==> src/rtl/pl_key_pkg.sv <==
// Shared types and default constants for the PL push-button debouncer.
package pl_key_pkg;

  // Board system clock frequency
  localparam int SYS_CLK_HZ = 50_000_000;

  // 20 ms debounce window at SYS_CLK_HZ
  localparam int DEBOUNCE_CYCLES_DEF = SYS_CLK_HZ / 50;

  // 1 s long-press threshold at SYS_CLK_HZ
  localparam int LONG_CYCLES_DEF = SYS_CLK_HZ;

  // Per-key channel FSM: IDLE = released, PRESSED = held, LONG = long-press already reported
  typedef enum logic [1:0] {
    IDLE    = 2'd0,
    PRESSED = 2'd1,
    LONG    = 2'd2
  } key_fsm_e;

endpackage

==> src/rtl/pl_key_channel.sv <==
// One key channel: 2-flop synchroniser, debounce counter, press/release/long FSM.
// The FSM state is the debounced level (IDLE = released) and is exported for debug.
module pl_key_channel
  import pl_key_pkg::*;
#(
  parameter int DEBOUNCE_CYCLES = DEBOUNCE_CYCLES_DEF,
  parameter int LONG_CYCLES     = LONG_CYCLES_DEF
) (
  input  logic     sys_clk,
  input  logic     rst,
  input  logic     key_in,
  output key_fsm_e state,
  output logic     key_press,
  output logic     key_release,
  output logic     key_long
);

  localparam int DB_W   = $clog2(DEBOUNCE_CYCLES);
  localparam int HOLD_W = $clog2(LONG_CYCLES);
  localparam logic [DB_W-1:0]   DB_LAST   = DB_W'(DEBOUNCE_CYCLES - 1);
  localparam logic [HOLD_W-1:0] HOLD_LAST = HOLD_W'(LONG_CYCLES - 1);

  logic              sync1;
  logic              sync2;
  logic              key_sync;
  logic              key_level;
  logic              differ;
  logic              accept;
  logic [DB_W-1:0]   db_cnt;
  logic [HOLD_W-1:0] hold_cnt;

  // Synchronise the raw pin; reset value 1 means "released" on the active-low pin
  always_ff @(posedge sys_clk) begin
    if (rst) begin
      sync1 <= 1'b1;
      sync2 <= 1'b1;
    end else begin
      sync1 <= key_in;
      sync2 <= sync1;
    end
  end

  assign key_sync  = ~sync2;
  assign key_level = (state != IDLE);
  assign differ    = (key_sync != key_level);
  // A level change is accepted on the DEBOUNCE_CYCLES-th consecutive differing cycle
  assign accept    = differ && (db_cnt == DB_LAST);

  // Count consecutive cycles the synchronised key disagrees with the debounced level
  always_ff @(posedge sys_clk) begin
    if (rst) begin
      db_cnt <= '0;
    end else if (!differ || accept) begin
      db_cnt <= '0;
    end else begin
      db_cnt <= db_cnt + 1'b1;
    end
  end

  // Channel FSM with registered single-cycle event pulses; release has priority over long
  always_ff @(posedge sys_clk) begin
    if (rst) begin
      state       <= IDLE;
      hold_cnt    <= '0;
      key_press   <= 1'b0;
      key_release <= 1'b0;
      key_long    <= 1'b0;
    end else begin
      key_press   <= 1'b0;
      key_release <= 1'b0;
      key_long    <= 1'b0;
      case (state)
        IDLE: begin
          hold_cnt <= '0;
          if (accept) begin
            state     <= PRESSED;
            key_press <= 1'b1;
          end
        end
        PRESSED: begin
          if (accept) begin
            state       <= IDLE;
            key_release <= 1'b1;
            hold_cnt    <= '0;
          end else if (hold_cnt == HOLD_LAST) begin
            state    <= LONG;
            key_long <= 1'b1;
          end else begin
            hold_cnt <= hold_cnt + 1'b1;
          end
        end
        LONG: begin
          if (accept) begin
            state       <= IDLE;
            key_release <= 1'b1;
            hold_cnt    <= '0;
          end
        end
        default: begin
          state    <= IDLE;
          hold_cnt <= '0;
        end
      endcase
    end
  end

endmodule

==> src/rtl/pl_key_debounce.sv <==
// NUM_KEYS independent active-low push-button debouncers with press/release/long events.
module pl_key_debounce
  import pl_key_pkg::*;
#(
  parameter int NUM_KEYS        = 4,
  parameter int DEBOUNCE_CYCLES = DEBOUNCE_CYCLES_DEF,
  parameter int LONG_CYCLES     = LONG_CYCLES_DEF
) (
  input  logic                sys_clk,
  input  logic                rst,
  input  logic [NUM_KEYS-1:0] key_in,
  output logic [NUM_KEYS-1:0] key_state,
  output logic [NUM_KEYS-1:0] key_press,
  output logic [NUM_KEYS-1:0] key_release,
  output logic [NUM_KEYS-1:0] key_long
);

  key_fsm_e ch_state [NUM_KEYS];

  for (genvar g = 0; g < NUM_KEYS; g++) begin : g_ch
    pl_key_channel #(
      .DEBOUNCE_CYCLES(DEBOUNCE_CYCLES),
      .LONG_CYCLES    (LONG_CYCLES)
    ) u_ch (
      .sys_clk    (sys_clk),
      .rst        (rst),
      .key_in     (key_in[g]),
      .state      (ch_state[g]),
      .key_press  (key_press[g]),
      .key_release(key_release[g]),
      .key_long   (key_long[g])
    );

    // Debounced level is a decode of the registered channel state
    assign key_state[g] = (ch_state[g] != IDLE);
  end

endmodule

==> config.mk <==
export PLATFORM = sky130hd
export DESIGN_NAME = pl_key_debounce
export DESIGN_NICKNAME = d
export VERILOG_FILES = /design/src/rtl/pl_key_pkg.sv /design/src/rtl/pl_key_channel.sv /design/src/rtl/pl_key_debounce.sv
export SDC_FILE = /design/constraint.sdc
export NUM_CORES = 1
export LEC_CHECK = 0
export BUFFER_PORTS_ARGS = -buffer_cell sky130_fd_sc_hd__buf_2
export CAP_MARGIN = 30
export CORE_MARGIN = 1
export CORE_UTILIZATION = 47
export DETAILED_ROUTE_END_ITERATION = 10
export PLACE_DENSITY = 0.66
export REMOVE_ABC_BUFFERS = 1
export SYNTH_ARGS = -nofsm -noshare
export SYNTH_HDL_FRONTEND = slang
export SYNTH_HIERARCHICAL = 1
export SYNTH_SLANG_ARGS = --single-unit
==> constraint.sdc <==
create_clock -name sys_clk -period 2.25 [get_ports sys_clk]
set_input_delay 0.5625 -clock sys_clk [delete_from_list [all_inputs] [get_ports sys_clk]]
set_output_delay 0.5625 -clock sys_clk [all_outputs]
set_load 0.05 [all_outputs]
==> results.py <==
metrics = {
    "outcome": {
        "status": "finished clean",
    },
    "cts": {
        "cts.sinks": 212,
        "holdBufCountCts": 0,
        "cts-root-buf": "clkbuf_16",
        "insertion_delay_ns": 0.52,
        "cts_buffers": 24,
        "clockBufferDepth": 3,
        "cts_tree": "yes",
        "cts-resized-gates": 0,
        "h-tree-depth": 1,
        "cts_setup_buffers": 0,
        "clk_pin_slew_ns": 0.06,
    },
    "detailed_routing": {
        "wl_per_cell_um": 15.5,
        "drt_pass1_iterations": 5,
        "drc": 0,
        "wl_um": 24800,
        "vias": 9413,
        "dr.first_iter.drc_count": 476,
        "drtAntennaViolNets": 0,
        "avgViaCountPerCell": 5.89,
    },
    "grt": {
        "grt_pass1_wl_um": 41800,
        "grt_overflow": 0,
        "grt_usage_pct": 20.8,
        "grt_pass1_vias": 8644,
        "grt_antenna_before_repair": 0,
        "grt_max_degree": 20,
    },
    "layout": {
        "n_antenna_cell": 0,
        "syn_to_final_growth_pct": 14.4,
        "final_core_util_pct": 55.7,
        "layout.cells.non_filler": 1597,
        "fill_cells": 2023,
        "multi_input_area_um2": 6190,
        "area.sequential_um2": 4240,
        "nets": 1325,
        "drive_gt1_share_pct": 15.1,
    },
    "critical_path": {
        "required_ns": 2.69,
        "cp_max_fo": 4,
        "cp-start-kind": "flip-flop",
        "setup.worst_path.end_class": "flip-flop",
        "critical_path_class": "flip-flop to flip-flop",
        "crit_arrival_ns": 2.52,
    },
    "sta": {
        "period_minus_slack_ns": 2.08,
        "hold_violations": 0,
        "relSlewSlack_pct": 59.0,
        "fin_crit_sh_pct": 92.3,
        "tightest_slew_ns": 0.607,
        "drv_slew": 0,
        "finalSetupViolations": 0,
        "whs_ns": 0.221,
        "max_freq_ghz": 0.481,
        "setup_tns_ns": 0,
        "fin_skew_ns": 0.0151,
        "rsz0062_at_grt": "no",
        "layout_setup_ws_ns": 0.172,
    },
    "placement": {
        "port_buffers": 21,
        "hpwlAfterDp_um": 17400,
        "dp.cells": 1553,
        "globalplace.congestion": 0.873,
        "pre_cts_slack_ns": 0.122,
    },
    "synth": {
        "synth_edf_count": 0,
        "synth_area_um2": 10700,
        "synth_top_area_share_pct": 39.5,
        "async_flop_share_pct": 0,
        "yosys.area.top_type": "dfxtp_1",
        "ys.flop_type": "dfxtp_1",
        "ys_seq_elements": 212,
        "synth_cell_type_count": 87,
        "seq_area_frac_synth_pct": 39.5,
        "synth_cells": 1229,
        "avgSynthCellArea_um2": 8.75,
        "yosysWarningCount": 6,
        "synthTopCellsByArea": "dfxtp_1 39%, nor2_1 4.4%, xor2_1 4.0%",
    },
    "floorplanning": {
        "io_pins": 22,
        "core-area_um2": 22100,
        "row_count": 54,
        "die_w_um": 153,
        "die-height_um": 153,
        "fp.dieArea_um2": 23500,
        "initial_core_util_pct": 48.7,
    },
    "power": {
        "vdd_drop_max_mv": 0.488,
        "p_leak_nw": 4.20,
        "power-per-cell-area_nw_per_um2": 619,
    },
    "flow_run": {
        "maxCapViolCount": 0,
    },
    "hold_path": {
        "holdCritPathClass": "input port to flip-flop",
    },
}
[cell usage after synthesis (all sizes together), types with 4 or more instances]
cell type and instances:
nand3 83, o211ai 48, nand2 92, xnor2 27
nor3 13, nor4bb 14, buf 21, and2 18
o21a 4, ha 20, and4 34, and3 50
clkinv 4, inv 22, nor4 16, o32ai 4
a31oi 26, clkbuf 25, nand4 50, o21ai 35
or4 16, or3 16, a211oi 7, a21o 8
nor2 129, a21oi 60, xor2 49, o41a 4
or4b 5, nor4b 12, dfxtp 212, o31ai 34
or2 19
[worst paths after layout]
path	startpoint	endpoint	slack, ns	depth (start not counted)
worst min-delay path	key_in[0]	g_ch[0].u_ch/sync1	0.22	2
worst max-delay path	g_ch[2].u_ch/state[1]	g_ch[2].u_ch/hold_cnt[14]	0.17	7
worst min register to register	g_ch[0].u_ch/sync1	g_ch[0].u_ch/sync2	0.40	1
worst max register to register	g_ch[2].u_ch/state[1]	g_ch[2].u_ch/hold_cnt[14]	0.17	7
[layout by cell type, fill, tap and decap left out, types with 4 or more instances in the layout]
cell	instances
clkbuf_16	24
a31oi_1	26
and4_1	32
clkinv_2	8
o21ai_1	4
nor2_1	127
or2_2	13
a21oi_1	60
a21o_1	8
o31ai_1	34
o32ai_1	4
dfxtp_1	212
ha_1	20
nor3_1	7
nor4bb_1	13
or3_1	14
o211ai_1	48
o21ai_0	28
or4_1	10
nor3_2	4
nand2_1	90
nor4_1	13
and3_1	48
nor4b_1	10
and2_1	17
buf_2	21
buf_4	68
clkinv_4	4
nand4_1	49
or4_4	4
clkinv_1	4
nand3_1	82
xnor2_1	27
o21a_1	4
a211oi_1	7
xor2_1	49
or2_1	4
inv_1	22
[report_power, final]
group / switching (mW) / internal (mW) / total [mW] / leakage, nW
sequential: 0.00481 / 3.76 / 3.77 / 1.71
clock: 1.60 / 2.16 / 3.76 / 0.383
combinational: 0.0552 / 0.0305 / 0.0857 / 2.11
[metal layers]
layer  up-vias  global-route usage, %  wire [µm]
met5         -                      0          0
met4         0                   5.53        397
met3        34                   2.44        876
met2       158                   33.9      11300
met1      4454                   29.1      12300
li1       4767                      -          -
[cells by family after synthesis]
group | count (synthesis) | share of synthesized area [%]
buf+inv | 73 | 3.19
mux | 2 | 0.210
flops | 212 | 39.5
compound gates | 262 | 17.0
xor+xnor | 76 | 6.19
simple gates | 584 | 31.6
fa+ha+maj | 20 | 2.33
[worst max-delay path, cell delays in order, from the launching register on]
cell and delay [ns]:
dfxtp_1 0.38, inv_1 0.08, ha_1 0.22, xnor2_1 0.20, and4b_1 0.27, a221oi_2 0.27
or3b_2 0.47, o21ai_1 0.13
[cell type report]
type                            instances  area share (%)
Clock buffer                           29            5.20
Clock inverter                         15            1.05
Inverter                               26           0.793
Multi-Input combinational cell        944            50.3
Sequential cell                       212            34.5
Tap cell                              280            2.85
Timing Repair Buffer                   91            5.33
[through the flow]
step,power (mW),instance area (µm²)
after floorplan,3.89,10500
after global placement,3.94,11500
after detailed placement,3.94,11500
after CTS,7.71,12300
after global routing,7.86,12300
final,7.62,12300
[sequential cells by signal, indices dropped and copies added, names as in the netlist]
| signal | count |
|---|---|
| g_ch.u_ch/key_release | 4 |
| g_ch.u_ch/key_long | 4 |
| g_ch.u_ch/sync1 | 4 |
| g_ch.u_ch/key_press | 4 |
| g_ch.u_ch/state | 8 |
| g_ch.u_ch/sync2 | 4 |
| g_ch.u_ch/db_cnt | 80 |
| g_ch.u_ch/hold_cnt | 104 |
(Power assumes the default switching activity.)
